===== src/rtl/spi_pkg.sv =====
// Shared opcodes, FSM encoding and opcode helper for the external SRAM SPI master.
package spi_pkg;

  localparam logic [7:0] SPI_CMD_READ  = 8'h03;
  localparam logic [7:0] SPI_CMD_WRITE = 8'h02;

  typedef enum logic [2:0] {
    IDLE  = 3'd0,
    SETUP = 3'd1,
    SHIFT = 3'd2,
    HOLD  = 3'd3,
    DONE  = 3'd4
  } spi_state_e;

  function automatic logic [7:0] spi_opcode(input logic rnw);
    return rnw ? SPI_CMD_READ : SPI_CMD_WRITE;
  endfunction

endpackage


===== src/rtl/spi_clk_gen.sv =====
// Half-period timer: pulses tick for one core cycle every H cycles while en is high.
module spi_clk_gen #(
  parameter int H = 2
) (
  input  logic clk,
  input  logic rst_n,
  input  logic en,
  output logic tick
);

  localparam int CW = (H > 1) ? $clog2(H) : 1;
  localparam logic [CW-1:0] LAST = CW'(H - 1);

  logic [CW-1:0] cnt_r;

  assign tick = en && (cnt_r == LAST);

  // Half-period counter, held at zero whenever the generator is disabled
  always_ff @(posedge clk or negedge rst_n) begin
    if (!rst_n) begin
      cnt_r <= '0;
    end else if (!en || tick) begin
      cnt_r <= '0;
    end else begin
      cnt_r <= cnt_r + CW'(1);
    end
  end

endmodule


===== src/rtl/spi_mem_master.sv =====
// SPI master for 23LC-style SRAM: opcode, address and a 1..MAX_BYTES data burst on one of NUM_CS selects.
module spi_mem_master
  import spi_pkg::*;
#(
  parameter int CLK_DIV   = 4,
  parameter int ADDR_W    = 16,
  parameter int MAX_BYTES = 4,
  parameter int NUM_CS    = 2,
  parameter int CPOL      = 0,
  localparam int CSW      = (NUM_CS > 1) ? $clog2(NUM_CS) : 1,
  localparam int NBW      = $clog2(MAX_BYTES + 1)
) (
  input  logic                   clk_core_i,
  input  logic                   rst_n_i,
  input  logic                   start_i,
  input  logic [CSW-1:0]         cs_sel_i,
  input  logic [ADDR_W-1:0]      addr_i,
  input  logic                   rnw_i,
  input  logic [NBW-1:0]         nbytes_i,
  input  logic [8*MAX_BYTES-1:0] wdata_i,
  output logic [8*MAX_BYTES-1:0] rdata_o,
  output logic                   done_o,
  output logic                   err_o,
  output logic                   busy_o,
  output logic                   spi_sclk_o,
  output logic                   spi_mosi_o,
  input  logic                   spi_miso_i,
  output logic [NUM_CS-1:0]      spi_cs_no
);

  localparam int H         = CLK_DIV / 2;
  localparam int HDR       = 8 + ADDR_W;
  localparam int TX_W      = HDR + 8 * MAX_BYTES;
  localparam int BCW       = $clog2(TX_W + 1);
  localparam int RXIW      = $clog2(8 * MAX_BYTES);
  localparam logic IDLE_SCLK = 1'(CPOL);

  spi_state_e state_r, next_state_s;

  logic                   tick_s, clk_en_s;
  logic                   reject_s, accept_s, last_bit_s, in_data_s;
  logic [TX_W-1:0]        tx_r, tx_load_s;
  logic [BCW-1:0]         bit_cnt_r, n_bits_r, n_bits_s;
  logic [RXIW-1:0]        rx_idx_s;
  logic                   phase_r, rnw_r;
  logic [8*MAX_BYTES-1:0] rx_buf_r, rdata_r;
  logic [NUM_CS-1:0]      sel_mask_s, cs_n_r, cs_n_s;
  logic                   done_r, done_s, err_r, err_s, busy_r, busy_s;
  logic                   sclk_r, sclk_s, mosi_r, mosi_s;

  assign clk_en_s = (state_r == SETUP) || (state_r == SHIFT) || (state_r == HOLD);

  spi_clk_gen #(.H(H)) u_clk_gen (
    .clk   (clk_core_i),
    .rst_n (rst_n_i),
    .en    (clk_en_s),
    .tick  (tick_s)
  );

  // Request decode and frame image built from the live request inputs
  always_comb begin
    reject_s  = (nbytes_i == '0) || (nbytes_i > NBW'(MAX_BYTES)) || (int'(cs_sel_i) >= NUM_CS);
    accept_s  = (state_r == IDLE) && start_i && !reject_s;
    n_bits_s  = BCW'(HDR) + BCW'({nbytes_i, 3'b000});
    tx_load_s = '0;
    tx_load_s[TX_W-1 -: 8]      = spi_opcode(rnw_i);
    tx_load_s[TX_W-9 -: ADDR_W] = addr_i;
    for (int k = 0; k < MAX_BYTES; k++) begin
      if (!rnw_i) begin
        tx_load_s[8*(MAX_BYTES-1-k) +: 8] = wdata_i[8*k +: 8];
      end else begin
        tx_load_s[8*(MAX_BYTES-1-k) +: 8] = 8'h00;
      end
    end
    for (int i = 0; i < NUM_CS; i++) begin
      sel_mask_s[i] = (int'(cs_sel_i) != i);
    end
    last_bit_s = (bit_cnt_r == (n_bits_r - BCW'(1)));
    in_data_s  = (bit_cnt_r >= BCW'(HDR));
    // Data bit d lands in byte d/8, MSB first, so the in-byte position is inverted
    rx_idx_s   = RXIW'(bit_cnt_r - BCW'(HDR)) ^ RXIW'(7);
  end

  // Next-state and next pin/handshake values
  always_comb begin
    next_state_s = state_r;
    sclk_s       = sclk_r;
    mosi_s       = mosi_r;
    cs_n_s       = cs_n_r;
    done_s       = 1'b0;
    err_s        = 1'b0;
    busy_s       = busy_r;
    case (state_r)
      IDLE: begin
        busy_s = 1'b0;
        cs_n_s = '1;
        sclk_s = IDLE_SCLK;
        mosi_s = 1'b0;
        if (start_i && reject_s) begin
          done_s = 1'b1;
          err_s  = 1'b1;
        end else if (start_i) begin
          next_state_s = SETUP;
          busy_s       = 1'b1;
          cs_n_s       = sel_mask_s;
          mosi_s       = tx_load_s[TX_W-1];
        end else begin
          next_state_s = IDLE;
        end
      end
      SETUP: begin
        if (tick_s) begin
          next_state_s = SHIFT;
          sclk_s       = 1'b0;
        end else begin
          next_state_s = SETUP;
        end
      end
      SHIFT: begin
        if (tick_s && !phase_r) begin
          sclk_s = 1'b1;
        end else if (tick_s && last_bit_s) begin
          next_state_s = HOLD;
          sclk_s       = IDLE_SCLK;
          mosi_s       = 1'b0;
        end else if (tick_s) begin
          sclk_s = 1'b0;
          mosi_s = tx_r[TX_W-2];
        end else begin
          next_state_s = SHIFT;
        end
      end
      HOLD: begin
        if (tick_s) begin
          next_state_s = DONE;
          cs_n_s       = '1;
          done_s       = 1'b1;
        end else begin
          next_state_s = HOLD;
        end
      end
      DONE: begin
        next_state_s = IDLE;
        busy_s       = 1'b0;
      end
      default: begin
        next_state_s = IDLE;
        busy_s       = 1'b0;
        cs_n_s       = '1;
        sclk_s       = IDLE_SCLK;
        mosi_s       = 1'b0;
      end
    endcase
  end

  // FSM state register
  always_ff @(posedge clk_core_i or negedge rst_n_i) begin
    if (!rst_n_i) begin
      state_r <= IDLE;
    end else begin
      state_r <= next_state_s;
    end
  end

  // Registered pins and handshake
  always_ff @(posedge clk_core_i or negedge rst_n_i) begin
    if (!rst_n_i) begin
      sclk_r <= IDLE_SCLK;
      mosi_r <= 1'b0;
      cs_n_r <= '1;
      done_r <= 1'b0;
      err_r  <= 1'b0;
      busy_r <= 1'b0;
    end else begin
      sclk_r <= sclk_s;
      mosi_r <= mosi_s;
      cs_n_r <= cs_n_s;
      done_r <= done_s;
      err_r  <= err_s;
      busy_r <= busy_s;
    end
  end

  // Frame datapath: request latch, TX shifter, bit counter, RX buffer
  always_ff @(posedge clk_core_i or negedge rst_n_i) begin
    if (!rst_n_i) begin
      tx_r      <= '0;
      n_bits_r  <= '0;
      bit_cnt_r <= '0;
      phase_r   <= 1'b0;
      rnw_r     <= 1'b0;
      rx_buf_r  <= '0;
      rdata_r   <= '0;
    end else if (accept_s) begin
      tx_r      <= tx_load_s;
      n_bits_r  <= n_bits_s;
      bit_cnt_r <= '0;
      phase_r   <= 1'b0;
      rnw_r     <= rnw_i;
      rx_buf_r  <= '0;
    end else if ((state_r == SHIFT) && tick_s) begin
      if (!phase_r) begin
        phase_r <= 1'b1;
        if (rnw_r && in_data_s) begin
          rx_buf_r[rx_idx_s] <= spi_miso_i;
        end
      end else begin
        phase_r   <= 1'b0;
        bit_cnt_r <= bit_cnt_r + BCW'(1);
        tx_r      <= {tx_r[TX_W-2:0], 1'b0};
      end
    end else if ((state_r == HOLD) && tick_s && rnw_r) begin
      rdata_r <= rx_buf_r;
    end
  end

  assign rdata_o    = rdata_r;
  assign done_o     = done_r;
  assign err_o      = err_r;
  assign busy_o     = busy_r;
  assign spi_sclk_o = sclk_r;
  assign spi_mosi_o = mosi_r;
  assign spi_cs_no  = cs_n_r;

endmodule

===== config.mk =====
export PLATFORM = sky130hd
export DESIGN_NAME = spi_mem_master
export DESIGN_NICKNAME = d
export VERILOG_FILES = /design/src/rtl/spi_pkg.sv /design/src/rtl/spi_clk_gen.sv /design/src/rtl/spi_mem_master.sv
export SDC_FILE = /design/constraint.sdc
export NUM_CORES = 1
export LEC_CHECK = 0
export BUFFER_PORTS_ARGS = -buffer_cell sky130_fd_sc_hd__buf_2
export CELL_PAD_IN_SITES_DETAIL_PLACEMENT = 1
export CELL_PAD_IN_SITES_GLOBAL_PLACEMENT = 2
export CORE_MARGIN = 4
export CORE_UTILIZATION = 39
export DETAILED_ROUTE_END_ITERATION = 8
export PLACE_DENSITY = 0.94
export SETUP_SLACK_MARGIN = 0.1
export SLEW_MARGIN = 20
export SYNTH_ARGS = -nofsm -noshare
export SYNTH_HDL_FRONTEND = slang
export SYNTH_SLANG_ARGS = --single-unit
export TNS_END_PERCENT = 50

===== constraint.sdc =====
create_clock -name clk_core_i -period 4.3 [get_ports clk_core_i]
set_clock_uncertainty 0.05 [all_clocks]
set_input_delay 0.215 -clock clk_core_i [delete_from_list [all_inputs] [get_ports clk_core_i]]
set_output_delay 0.215 -clock clk_core_i [all_outputs]
set_load 0.02 [all_outputs]

[Word-level counts from Yosys, hierarchy flattened]
Cells that the tools add are included.
W data, S select, Z words.
Cells by class
  equal/unequal tests: 11
  bitwise operators: 6
  reduce and logical (&&, ||, !) cells: 33
  multiplexer cells: 49
  $lt $le $gt $ge: 4
  add/sub/neg operators: 5
Operator list (count)
  $mux W55: 3
  $mux W32: 4
  $bwmux W32: 1
  $mux W8: 4
  $mux W1: 18
  $mux W6: 3
  $mux W3: 5
  $pmux W3 S4: 1
  $reduce_and A3 Y1: 4
  $logic_and A1 B1 Y1: 11
  $reduce_or A3 Y1: 3
  $mux W2: 4
  $ne A2 B2 Y1 const B: 4
  $add A5 B6 Y6 const A: 1
  $add A6 B1 Y6 const B: 1
  $eq A3 B2 Y1 const B: 2
  $eq A6 B6 Y1: 1
  $ge A6 B5 Y1 const B: 1
  $logic_not A3 Y1: 2
  $lt A5 B6 Y1 const B: 1
  $ne A3 B2 Y1 const B: 2
  $pmux W1 S3: 2
  $pmux W2 S3: 1
  $reduce_bool A2 Y1: 3
  15 further kinds: 26
Storage, ports and cells
  logic and storage cells: 123
  input bits: 57
  output and inout bits: 39
  bits in registers: 144

[Longest topological paths before layout]
  word-level depth: 11
  depth in mapped cells: 8
  depth with buffers taken out: 6

[By module]
A second synthesis with hierarchy kept.
Unflattened totals
  cells, all modules: 612
  area, all modules: 6321.1 um^2
By module, submodules not included
  spi_mem_master: sequential area each 3505.9 um^2, times used 1, area an instance 6279.8 um^2, cells an instance 609
  spi_clk_gen: sequential area each 25.0 um^2, times used 1, area an instance 41.3 um^2, cells an instance 3

[Worst setup path after synthesis]
OpenSTA, ideal clock, no wires.
  path type: register to register
  start: register phase_r
  end: register rx_buf_r[23]
  arrival: 1.433 ns
  required time: 4.110 ns
  stages on the path, launching flop included: 6
  buffers on the path: 1
  library setup time: 0.140 ns
  setup slack: 2.677 ns
  clock period less this slack: 1.623 ns
  path through: dfrtp_1 -> buf_2 -> nor4bb_1 -> nand2_1 -> o311ai_0 -> o41ai_1
Between the ends
  longest elaborated chain between the ends: 2
Ends and longest elaborated chain
  from (decl): RTL line spi_mem_master.sv:45  | logic phase_r, rnw_r;
  from (signal assigned): RTL line spi_mem_master.sv:190  | phase_r <= 1'b0;
  from (signal assigned): RTL line spi_mem_master.sv:198  | phase_r <= 1'b0;
  from (signal assigned): RTL line spi_mem_master.sv:203  | phase_r <= 1'b1;
  $ne A2 B2 Y1 (no line)
  $reduce_and A3 Y1 (no line)
  to (signal, indexed assignment): RTL line spi_mem_master.sv:205  | rx_buf_r[rx_idx_s] <= spi_miso_i;
  to (decl): RTL line spi_mem_master.sv:46  | logic [8*MAX_BYTES-1:0] rx_buf_r, rdata_r;
No other way between the ends.
A chain may end at the register's enable or synchronous reset.

[Final worst setup path]
  start: input nbytes_i[0]
  end: register tx_r[0]
Between the ends
  longest elaborated chain between the ends: 6
  elaborated cells on any way between the ends: 9
  classes of those cells: order compare (1); mux (1); reduce/logical (7)
Ends and longest elaborated chain
  from (decl): RTL line spi_mem_master.sv:19  | input logic [NBW-1:0] nbytes_i,
  $gt A3 B3 Y1 / $logic_not A3 Y1 (equally long branches): RTL line spi_mem_master.sv:62  | reject_s = (nbytes_i == '0) || (nbytes_i > NBW'(MAX_BYTES)) || (int'(cs_sel_i) >= NUM_CS);
  $logic_or A1 B1 Y1 (*): RTL line spi_mem_master.sv:62
  $logic_not A1 Y1 (*): RTL line spi_mem_master.sv:63  | accept_s = (state_r == IDLE) && start_i && !reject_s;
  $logic_and A1 B1 Y1 (*): RTL line spi_mem_master.sv:63
  $reduce_bool A2 Y1 (no line)
  $reduce_and A2 Y1 (no line)
  to (signal assigned): RTL line spi_mem_master.sv:195  | tx_r <= tx_load_s;
  to (signal assigned): RTL line spi_mem_master.sv:210  | tx_r <= {tx_r[TX_W-2:0], 1'b0};
  to (decl): RTL line spi_mem_master.sv:42  | logic [TX_W-1:0] tx_r, tx_load_s;
Every way passes the cells marked *; elsewhere a longest branch is shown, timed or not.

==> impl_metrics.tcl <==
set metrics [dict create \
    fp.dieH_microns 135 \
    dp_hpwl_mm 10.2 \
    combinationalPowerShare_pct 22.2 \
    grtUsageTotal_pct 18.5 \
    status "finished, final reports clean" \
    use_met1_pct 24.3 \
    busiest_layer "met2" \
    drive_gt1_share_pct 24.4 \
    grt_pass1_wl_mm 26.9 \
    cts_inserted_buffers 17 \
    place_area_sq_um 6870 \
    max_freq_mhz 387 \
    drv_slew 0 \
    layout_commonest_cell "dfrtp_1" \
    period_share_pct 60.2 \
    wl_mm 16.1 \
    synth.net_count 657 \
    peakVddDrop_mv 0.295 \
    overflow 0 \
    swShare_pct 32.2 \
    r2r_start "state_r[2]" \
    synth_area_sq_um 6280 \
    fin_nets 749 \
    clkTransAtPathRegs_ns 0.06 \
    fillers 1710 \
    async_flop_share_pct 100 \
    clk_path_buf_depth 2 \
    hold_violations 0 \
    cts_hold_buf 16 \
    crit_type "primary input to flop" \
    r2r-end "tx_r[44]" \
    layout_common_cells "dfrtp_1, nand2_1, buf_2, a21oi_1, mux2_2" \
    crit_arrival_ns 2.85 \
    setup_viol 0 \
    vias_per_cell 5.34 \
    cellLeakagePower_nw 3.72 \
    drv_cap 0 \
    cts.sinks 141 \
    area_growth_pct 22.7 \
    min_period_ns 2.59 \
    ys_types 45 \
    antenna_cells 0 \
    min_from "rnw_i" \
    endpoint "tx_r[0]" \
    grt_use_met3_pct 4.77 \
    grt_max_degree 112 \
    drt_iter0_drc 317 \
    cts_tree "done" \
    start_util_pct 39.7 \
    insertion_delay_ns 0.43 \
    worst_slack_ns 1.71 \
    synth-edff-count 0 \
    max_slew.worst_pin.slew_ns 1.07 \
    antenna_found_initial 0 \
    rows 46 \
    reg2reg_slack_ns 1.85 \
    htree_levels 4 \
    path_cells "dlygate4sd3_1 > buf_2 > inv_1 > ha_1 > xnor2_1 > and3_1 > nor2_1 > a32o_1" \
    avgSynthCellArea_sq_um 10.6 \
    min_path_cells 3 \
    tns_ns 0 \
    synth_cells 593 \
    p_clk_share_pct 35.4 \
    hp-class "primary input to flop" \
    vias 4877 \
    design.core.area_sq_um 15800 \
    cts_resized 0 \
    seq_area_frac_synth_pct 56.2 \
    drtAntennaViolNets 0 \
    ys_warn_count 0 \
    switchingPower_w 0.00146 \
    p_per_area_nw_per_um2 589 \
    rr_worst_depth 4 \
    numPortBuffers 95 \
    slew_headroom_pct 28.7 \
    met2_usage_pct 30.3 \
    cts-root-buf "clkbuf_16" \
    io_pins 96 \
    cp_slowest_cell "and3_1" \
    p_int_w 0.00308 \
    final_util_pct 48.7 \
    die_area_sq_um 18200 \
    grt_pass1_vias 5186 \
    place_worst_setup_slack_ns 1.34 \
    die_x_microns 135 \
    dr.pass1.iters 4 \
    drc_errors 0 \
    rsz0062_at_grt "false" \
    crit_start "nbytes_i[0]" \
    startpoint_type "primary input" \
    cp.required_ns 4.56 \
    synthFlopType "dfrtp_1" \
    ys_ff_latch 141 \
    final_area_sq_um 7710 \
    p_seq_share_pct 42.4 \
    critPathMaxFanout 25 \
    wire_per_inst_microns 17.6 \
    max_stage_delay_ns 0.87 \
    gp_congestion 0.823 \
    end_kind "flop" \
    cts_setup_buffers 0 \
]
-- critical path, delay by kind of cell --
family                     cells  cell delay (ns)
adders and majority gates      1             0.20
AOI/OAI and AO/OA              1             0.28
and+or+nand+nor                2             1.17
buffers and inverters          3             0.66
xor gates and xnor gates       1             0.31
-- through the flow --
stage | hold WS (ns) | cells | power, W
after floorplan | -0.131 | 593 | 0.00261
after global placement | 0.317 | 864 | 0.00285
after detailed placement | 0.331 | 864 | 0.00293
after CTS | 0.000266 | 912 | 0.00459
after global routing | 0.0168 | 914 | 0.00484
final | 0.0248 | 914 | 0.00454
-- cell families after synthesis --
group | after synthesis | synth area share, %
mux | 47 | 8.13
buf+inv | 69 | 4.74
simple gates | 159 | 11.7
xor+xnor | 10 | 1.39
flops | 141 | 56.2
compound gates | 159 | 16.3
fa+ha+maj | 8 | 1.55
-- cell usage after synthesis (2+ instances only) --
library cell / instances / area [sq um]
nor2b_1: 2 / 12.5
nor4bb_1: 2 / 20.0
xor2_1: 5 / 43.8
a31oi_1: 31 / 194
nand4_1: 4 / 25.0
buf_2: 13 / 65.1
and2_1: 3 / 18.8
a22oi_1: 16 / 120
nand3_1: 15 / 75.1
o211ai_1: 15 / 113
ha_1: 7 / 87.6
buf_4: 4 / 30.0
dfrtp_1: 139 / 3480
inv_1: 26 / 97.6
nor3_1: 4 / 20.0
a22o_1: 5 / 43.8
mux2_2: 32 / 360
nand3b_1: 5 / 37.5
nand2_1: 101 / 379
o31ai_1: 14 / 105
a32o_1: 2 / 20.0
and3_1: 3 / 18.8
a21oi_1: 34 / 170
clkbuf_1: 23 / 86.3
o41ai_1: 4 / 35.0
nor2_1: 12 / 45.0
and3b_1: 2 / 17.5
dfstp_2: 2 / 52.6
xnor2_1: 5 / 43.8
mux2i_1: 15 / 150
o22a_1: 2 / 17.5
o311ai_0: 4 / 35.0
buf_1: 2 / 7.51
o21ai_0: 29 / 145
-- how the worst min path moves through the flow --
stage | endpoint
after floorplan | bit_cnt_r[0]
after global placement | spi_cs_no[1]
after detailed placement | spi_cs_no[1]
after CTS | tx_r[0]
after global routing | tx_r[34]
final | rnw_r
-- power groups by stage --
stage | registers (W) | logic [W] | clock network, W
finish | 0.00193 | 0.00101 | 0.00161
global route | 0.00197 | 0.00115 | 0.00171
CTS | 0.00192 | 0.00102 | 0.00164
detailed placement | 0.00194 | 0.000996 | 0
global placement | 0.00191 | 0.000940 | 0
floorplan | 0.00188 | 0.000724 | 0
-- flip-flops by register name, indices dropped and copies added (netlist names), 2 cells and up --
signal	count
spi_cs_no	2
n_bits_r	3
tx_r	55
rdata_o	32
state_r	3
bit_cnt_r	6
rx_buf_r	32
-- layer usage --
layer | share of wire (%) | routed length (microns)
met2 | 49 | 7900
met4 | 1.5 | 243
met1 | 45 | 7280
met5 | 0 | 0
met3 | 4.3 | 695
-- cell type report --
cell class	instances	area, sq um	share of cell area, %
clock inverter	14	219	2.84
sequential	141	3530	45.8
tap	216	270	3.50
clock buffer	18	429	5.57
multi-input combinational	383	2470	32.0
inverter	26	97.6	1.27
timing repair buffer	116	697	9.04
Power figures use the tool's default switching activity.
